$ cat src/rtl/tx_interp_commutator.sv
// tx_interp_commutator
// Buffers polyphase comb branch sets {E0..E3} in a two-entry FIFO and
// serialises them as one interpolated output stream, phase 0..3 per set.
// Each branch value is rounded, arithmetically shifted right by SHIFT and
// reduced to OUT_W bits.
// Build option: define INTERP_SAT_EN to clamp the reduced value and enable
// the sticky sat_flag. When it is undefined the value wraps and sat_flag
// stays 0.

module tx_interp_commutator #(
    parameter int OUT_W = 12,
    parameter int SHIFT = 8
) (
    input  logic                    clk,
    input  logic                    rst_n,
    input  logic                    in_valid,
    output logic                    in_ready,
    input  logic signed [19:0]      in_e0,
    input  logic signed [19:0]      in_e1,
    input  logic signed [19:0]      in_e2,
    input  logic signed [19:0]      in_e3,
    output logic                    out_valid,
    input  logic                    out_ready,
    output logic signed [OUT_W-1:0] out_data,
    output logic [1:0]              out_phase,
    output logic                    sat_flag,
    input  logic                    clr_flag
);

    // state   | meaning
    // S_EMPTY | no branch set buffered, out_valid low
    // S_ONE   | one set buffered, can still accept another
    // S_FULL  | both entries used, in_ready low

    localparam int IN_W  = 20;
    localparam int ACC_W = 21;
    localparam int ENT_W = 4 * IN_W;

    // Rounding constant: half an LSB of the shifted result.
    localparam logic signed [ACC_W-1:0] RND = ACC_W'(1) << (SHIFT - 1);

    typedef enum logic [1:0] {
        S_EMPTY = 2'd0,
        S_ONE   = 2'd1,
        S_FULL  = 2'd2
    } occ_t;

    occ_t state_q;
    occ_t state_d;
    logic in_ready_q;
    logic in_ready_d;

    logic push;
    logic out_xfer;
    logic pop;

    logic [ENT_W-1:0] ent0_q;
    logic [ENT_W-1:0] ent1_q;
    logic             wr_ptr_q;
    logic             rd_ptr_q;
    logic [1:0]       phase_q;

    logic [ENT_W-1:0]        head;
    logic signed [IN_W-1:0]  branch;
    logic signed [ACC_W-1:0] acc;
    logic signed [ACC_W-1:0] scaled;
    logic signed [OUT_W-1:0] reduced;
    logic                    sat_hit;

    // in_ready comes from a register, so pushes never depend on out_ready.
    assign push     = in_valid & in_ready_q;
    assign out_xfer = out_valid & out_ready;
    assign pop      = out_xfer & (phase_q == 2'd3);
    assign in_ready = in_ready_q;

    // Occupancy state and registered in_ready.
    always_ff @(posedge clk or negedge rst_n) begin
        if (!rst_n) begin
            state_q    <= S_EMPTY;
            in_ready_q <= 1'b0;
        end else begin
            state_q    <= state_d;
            in_ready_q <= in_ready_d;
        end
    end

    // Occupancy transitions from push/pop; FULL never sees a push.
    always_comb begin
        state_d = state_q;
        case (state_q)
            S_EMPTY: begin
                if (push) state_d = S_ONE;
            end
            S_ONE: begin
                if (push && !pop)      state_d = S_FULL;
                else if (!push && pop) state_d = S_EMPTY;
            end
            S_FULL: begin
                if (pop) state_d = S_ONE;
            end
            default: state_d = S_EMPTY;
        endcase
    end

    // FSM outputs: out_valid from the current occupancy, in_ready for next cycle.
    always_comb begin
        out_valid  = 1'b0;
        in_ready_d = 1'b1;
        case (state_q)
            S_EMPTY: out_valid = 1'b0;
            S_ONE:   out_valid = 1'b1;
            S_FULL:  out_valid = 1'b1;
            default: out_valid = 1'b0;
        endcase
        if (state_d == S_FULL) in_ready_d = 1'b0;
    end

    // Two-entry branch-set storage with ping-pong pointers.
    always_ff @(posedge clk or negedge rst_n) begin
        if (!rst_n) begin
            ent0_q   <= '0;
            ent1_q   <= '0;
            wr_ptr_q <= 1'b0;
            rd_ptr_q <= 1'b0;
        end else begin
            if (push) begin
                if (wr_ptr_q) ent1_q <= {in_e3, in_e2, in_e1, in_e0};
                else          ent0_q <= {in_e3, in_e2, in_e1, in_e0};
                wr_ptr_q <= ~wr_ptr_q;
            end
            if (pop) rd_ptr_q <= ~rd_ptr_q;
        end
    end

    // Output phase advances per transfer and wraps to 0 with the pop.
    always_ff @(posedge clk or negedge rst_n) begin
        if (!rst_n) phase_q <= 2'd0;
        else if (out_xfer) phase_q <= phase_q + 2'd1;
    end

    assign head = rd_ptr_q ? ent1_q : ent0_q;

    // Select the head entry's branch for the current phase.
    always_comb begin
        branch = '0;
        case (phase_q)
            2'd0: branch = head[0*IN_W +: IN_W];
            2'd1: branch = head[1*IN_W +: IN_W];
            2'd2: branch = head[2*IN_W +: IN_W];
            2'd3: branch = head[3*IN_W +: IN_W];
            default: branch = '0;
        endcase
    end

    // One guard bit is enough: |x| + 2^(SHIFT-1) stays inside 21 bits signed.
    assign acc    = {branch[IN_W-1], branch} + RND;
    assign scaled = acc >>> SHIFT;

`ifdef INTERP_SAT_EN
    localparam logic signed [ACC_W-1:0] OUT_MAX = ACC_W'((1 << (OUT_W - 1)) - 1);
    localparam logic signed [ACC_W-1:0] OUT_MIN = ~OUT_MAX;

    logic sat_q;

    // Clamp to the OUT_W signed range and flag when clamping was needed.
    always_comb begin
        sat_hit = 1'b0;
        reduced = OUT_W'(scaled);
        if (scaled > OUT_MAX) begin
            sat_hit = 1'b1;
            reduced = OUT_W'(OUT_MAX);
        end else if (scaled < OUT_MIN) begin
            sat_hit = 1'b1;
            reduced = OUT_W'(OUT_MIN);
        end
    end

    // Sticky saturation flag; a new saturating transfer wins over clear.
    always_ff @(posedge clk or negedge rst_n) begin
        if (!rst_n) sat_q <= 1'b0;
        else if (out_xfer && sat_hit) sat_q <= 1'b1;
        else if (clr_flag) sat_q <= 1'b0;
    end

    assign sat_flag = sat_q;
`else
    logic unused_sat;

    // Wrap: keep the low OUT_W bits of the scaled value.
    always_comb begin
        sat_hit = 1'b0;
        reduced = OUT_W'(scaled);
    end

    assign sat_flag   = 1'b0;
    assign unused_sat = clr_flag | sat_hit;
`endif

    // Outputs read as zero whenever nothing is buffered.
    always_comb begin
        out_data  = '0;
        out_phase = 2'd0;
        if (out_valid) begin
            out_data  = reduced;
            out_phase = phase_q;
        end
    end

endmodule

$ cat config.mk
export PLATFORM = sky130hd
export DESIGN_NAME = tx_interp_commutator
export DESIGN_NICKNAME = d
export VERILOG_FILES = /design/src/rtl/tx_interp_commutator.sv
export SDC_FILE = /design/constraint.sdc
export NUM_CORES = 1
export LEC_CHECK = 0
export CELL_PAD_IN_SITES_DETAIL_PLACEMENT = 0
export CELL_PAD_IN_SITES_GLOBAL_PLACEMENT = 1
export CORE_AREA = 2 2 84 167
export DETAILED_ROUTE_END_ITERATION = 10
export DIE_AREA = 0 0 86 169
export HOLD_SLACK_MARGIN = 0.12
export PLACE_DENSITY = 0.87
export SLEW_MARGIN = 20
export SYNTH_ARGS = -nofsm -noshare
export SYNTH_HDL_FRONTEND = slang
export SYNTH_SLANG_ARGS = --single-unit
$ cat constraint.sdc
create_clock -name clk -period 4.3 [get_ports clk]
set_input_delay 1.075 -clock clk [delete_from_list [all_inputs] [get_ports clk]]
set_output_delay 1.075 -clock clk [all_outputs]
set_load 0.02 [all_outputs]
* Word level (Yosys, flattened, before mapping)
Index checks and enable logic that the tools add are counted.
** Storage, ports and cells
- Output and inout bits :: 17
- Logic and storage cells :: 40
- Bits of input ports :: 85
- Register bits after elaboration :: 167
** Cells by class
- Add/sub/neg operators :: 2
- Reductions and logical operators :: 9
- Multiplexer cells :: 11
- Bitwise operators :: 5
- Equal/unequal tests :: 6
** Operator list (number)
- 80-bit two-way mux :: 1
- 20-bit case mux with 4 select lines :: 1
- 20-bit by 9-bit adder with 20-bit output (second input constant) :: 1
- 12-bit two-way mux :: 1
- 2-bit two-way mux :: 5
- 2-bit equality test (second input constant) :: 4
- 2-bit case mux with 3 select lines :: 1
- 2-bit by 1-bit equality test with 1-bit output (second input constant) :: 2
- 2-bit zero test :: 2
- 2-bit AND reduction :: 2
- 1-bit bitwise AND :: 3
- 2-bit by 1-bit adder with 2-bit output (second input constant) :: 1
- 1-bit logical AND :: 2
- 1-bit zero test :: 2
- 1-bit two-way mux :: 2
- 1-bit inverter :: 2
- 2-bit OR reduction :: 1

* Logic depth before layout (Yosys ltp)
- Depth in word-level cells :: 11
- Mapped depth :: 12
- Gate-level depth less buffers :: 11

* Worst setup path before layout
OpenSTA, ideal clock, no wires.
- Path kind :: register to output
- Start point :: register phase_q[0]
- End point :: output port out_data[9]
- Path buffers :: 1
- Slack :: 0.244 ns
- Cell stages (with the launch flop) :: 12
- Arrival :: 2.981 ns
- Data required time :: 3.225 ns
- Cell sequence :: dfrtp_1 inv_1 ha_1 inv_1 clkbuf_1 a211oi_1 a21oi_1 ha_1 inv_1 a211oi_1 nand4_2 o41ai_1
** On the way
- Cells in the longest elaborated chain, start to end :: 4
- Elaborated cells on any way between the ends :: 7
- Those cells by class :: 1 x add/sub; 3 x eq/ne; 2 x mux; 1 x reduce/logical
** RTL lines
- start, declared :: RTL line 61 : logic [1:0] phase_q;
- start signal, assigned :: RTL line 138 : else if (out_xfer) phase_q <= phase_q + 2'd1;
- 2-bit equality test (tied with other cells) :: RTL line 146 : case (phase_q)
- 20-bit case mux with 4 select lines (*) :: RTL line 146
- 20-bit by 9-bit adder with 20-bit output (*) :: RTL line 156 : assign acc = {branch[IN_W-1], branch} + RND;
- 12-bit two-way mux (*) :: RTL line 203 : if (out_valid) begin
- end, declared :: RTL line 24 : output logic signed [OUT_W-1:0] out_data,
Mark *: on every way between the ends. The rest lies on a longest branch, timed or not.

* Final worst setup path
- Start point :: register phase_q[1]
- End point :: output port out_data[11]
Same word-level chain as after synthesis.

==> metrics <==
crit path from phase_q[1]$_DFFE_PN0P_; Initial DRC Count 179; Layout Utilization 0.5186; share of the synthesized area in the top cell type 0.5045; placed inst area 0.006482 mm^2; most frequent cell after synthesis mux2_2; commonest cells in the netlist 125 x mux2_2, 111 x dfrtp_1, 23 x nand2_1; post-route cell area 0.006890 mm^2; CP Depth 9; Layout Nets 619; cell count of the worst reg-to-reg path 8; DR DRC count 0; Final min period 4253 ps; antenna cells 0; CP Class flip-flop to output port; Hold Vio Cnt, Final 0; Non-Filler Instances 685; EDFF count, synth 0; WP data required 3220 ps; syn avg cell area 12.77 um^2; Fin Clk Skew 10.48 ps; share of cells above drive strength 1 0.3830; CTS buffer count 9; # clock sinks 111; Slew headroom 0.3803; R2R Path End in_ready$_DFF_PN0_; status finished, final reports clean; placed insts 661; Leak Pwr 2.903 nW; wire per inst 18.71 um; Worst-path clk slew 80 ps; Starting Density 0.4143; Hold Buf Count CTS 0; Syn-to-layout area delta 25.16%; Top delay family on crit path compound AO/OA/AOI/OAI gates; Placer Congestion 0.8154; fmax 235.1 MHz; CTS max path bufs 2; crit-path cells ha_2 > buf_12 > a222oi_1 > a221oi_2 > a21oi_1 > a311o_1 > or4_1 > and3_1 > dlygate4sd2_1; asr flop ratio synth 1.000; Reg2Reg Launch Point state_q[1]$_DFF_PN0_; post-synthesis cell type count 44; fin crit share 0.9890; CTS tree built; Die Wd 86 um; largest net degree at the start of global routing 75; power per cell area 851.8 mW/mm^2; DP HPWL 8997 um; Netlist Area Pre-Place 0.005505 mm^2; H-tree depth 3; cells after synthesis 431; IO Port Bufs 71; vias in the first global route 3984; post-synthesis net count 525; Worst-Margin Slew 929.5 ps; CP Buf/Inv Count 2; CP max stage cell or4_1; Hold WC Path Type flip-flop to flip-flop; Worst VDD drop 440.3 uV; startpoint types flip-flop; register-to-register setup slack 2110 ps; number of vias per cell 5.474; final wirelength 12810 um; total grt overflow 0; worst setup path endpoint out_data[11]; RSZ-0062 raised after global routing true; GRT Overall Usage 0.1844; worst-path fanout max 13; via count of the routed design 3750; clk_lat worst skew 360 ps; synth warn 0; Die Area 0.01453 mm^2; Final setup viols 0; Max stage delay on crit path 520 ps; Antenna Violating Nets Remaining 0; count of state elements after synthesis 111; Root Driver clkbuf_16; core area 0.01329 mm^2; drt first pass iters 4; Max Slew Vio Count 0; # Max-Cap Violations 0; top cells by area, synth dfrtp_1 50%, mux2_2 26%, ha_1 2.0%; Arr. time, crit path 3180 ps; number of I/O pins 102; sequential share of the synthesized area 0.5045; first-pass GRT wire length 20760 um; Die Ht 169 um; Crit. End Element output port; initial antenna violation count 0; num rows 60; post-synth top area cell dfrtp_1; Main synth FF type dfrtp_1
repair_timing:
item                       CTS  global route
setup endpoints to repair    9             6
resized for setup           23            14
setup buffers                4             4
pin swaps                    6             5
cell type report:
class / count / area, um^2
Fill cell: 1147 / 6397
Sequential cell: 111 / 2779
Multi-Input combinational cell: 282 / 2572
Timing Repair Buffer: 110 / 1006
Clock buffer: 10 / 239.0
Tap cell: 155 / 193.9
Clock inverter: 6 / 58.81
Inverter: 11 / 41.29
per-stage QoR:
step                      hold WS (ps)  power (W)  TNS (ps)  setup WS [ps]
after floorplan                  460.2   0.003879         0          244.4
after global placement           479.5   0.004844         0          61.80
after detailed placement         489.8   0.004946         0          65.50
after CTS                        506.5   0.005837         0          7.828
after global routing             517.9   0.006267    -107.1         -94.66
final                            501.8   0.005869         0          47.14
registers in the layout (all words and copies together) (netlist names):
name / count
in_ready: 1
ent1_q: 52
wr_ptr_q: 1
ent0_q: 52
rd_ptr_q: 1
state_q: 2
phase_q: 2
logic make-up after synthesis:
kind of cell / count (synthesis) / share of synthesized area
multiplexers: 138 / 0.2827
flip-flops: 111 / 0.5045
AND/OR/NAND/NOR: 67 / 0.05977
AO/OA/AOI/OAI: 60 / 0.08113
buffers and inverters: 38 / 0.03955
adder cells (fa/ha/maj): 9 / 0.02045
XOR/XNOR: 7 / 0.01114
other: 1 / 0.0006812
worst min-delay path by stage:
stage | depth (start not counted) | startpoint | to | slack [ps]
2_1_floorplan | 2 | wr_ptr_q$_DFFE_PN0P_ | wr_ptr_q$_DFFE_PN0P_ | 460
3_3_place_gp | 1 | ent0_q[7]$_DFFE_PN0P_ | ent0_q[7]$_DFFE_PN0P_ | 480
3_5_place_dp | 1 | ent0_q[27]$_DFFE_PN0P_ | ent0_q[27]$_DFFE_PN0P_ | 490
4_1_cts | 1 | ent1_q[73]$_DFFE_PN0P_ | ent1_q[73]$_DFFE_PN0P_ | 510
5_1_grt | 1 | ent1_q[73]$_DFFE_PN0P_ | ent1_q[73]$_DFFE_PN0P_ | 520
6_report | 1 | ent1_q[73]$_DFFE_PN0P_ | ent1_q[73]$_DFFE_PN0P_ | 500
power by group:
part / switching (W) / total, W / internal (W)
logic: 0.00156 / 0.00318 / 0.00162
registers: 0.000283 / 0.00186 / 0.00158
clock network: 0.000407 / 0.000831 / 0.000424
metal layers:
metal  global-route usage  share of wire
met1               0.2394           0.42
met2               0.3138           0.52
met3              0.02974          0.043
met4              0.05383          0.015
met5                    0              0
cell usage in the layout (no fill, tap or decap), drive strengths merged, types with 2 or more instances in the layout:
master,synthesis,final
ha,9,9
a222oi,11,11
or3,2,2
o21ai,5,5
a32oi,4,4
xnor2,5,5
or4,2,2
xor2,2,2
o31ai,3,3
and3,2,2
clkdlybuf4s50,0,60
mux2,130,130
nor2b,7,7
nor3,3,3
dfrtp,111,111
nor2,12,12
clkbuf,5,13
nand4,2,2
a21oi,15,15
dlygate4sd2,0,6
a211oi,9,9
and2,2,2
nand2,23,23
buf,22,40
clkinv,1,3
a22oi,7,7
nand3,9,9
mux2i,7,7
inv,10,14
worst reg2reg max path, delay by kind of cell (launching register included):
family / cells / cell delay, ps
and+or+nand+nor: 2 / 310
buffers and inverters: 2 / 290
DFF: 1 / 400
AOI/OAI and AO/OA: 2 / 610
adders and majority gates: 1 / 280
xor gates and xnor gates: 1 / 190
No activity file was read; power rests on OpenSTA's default activity.
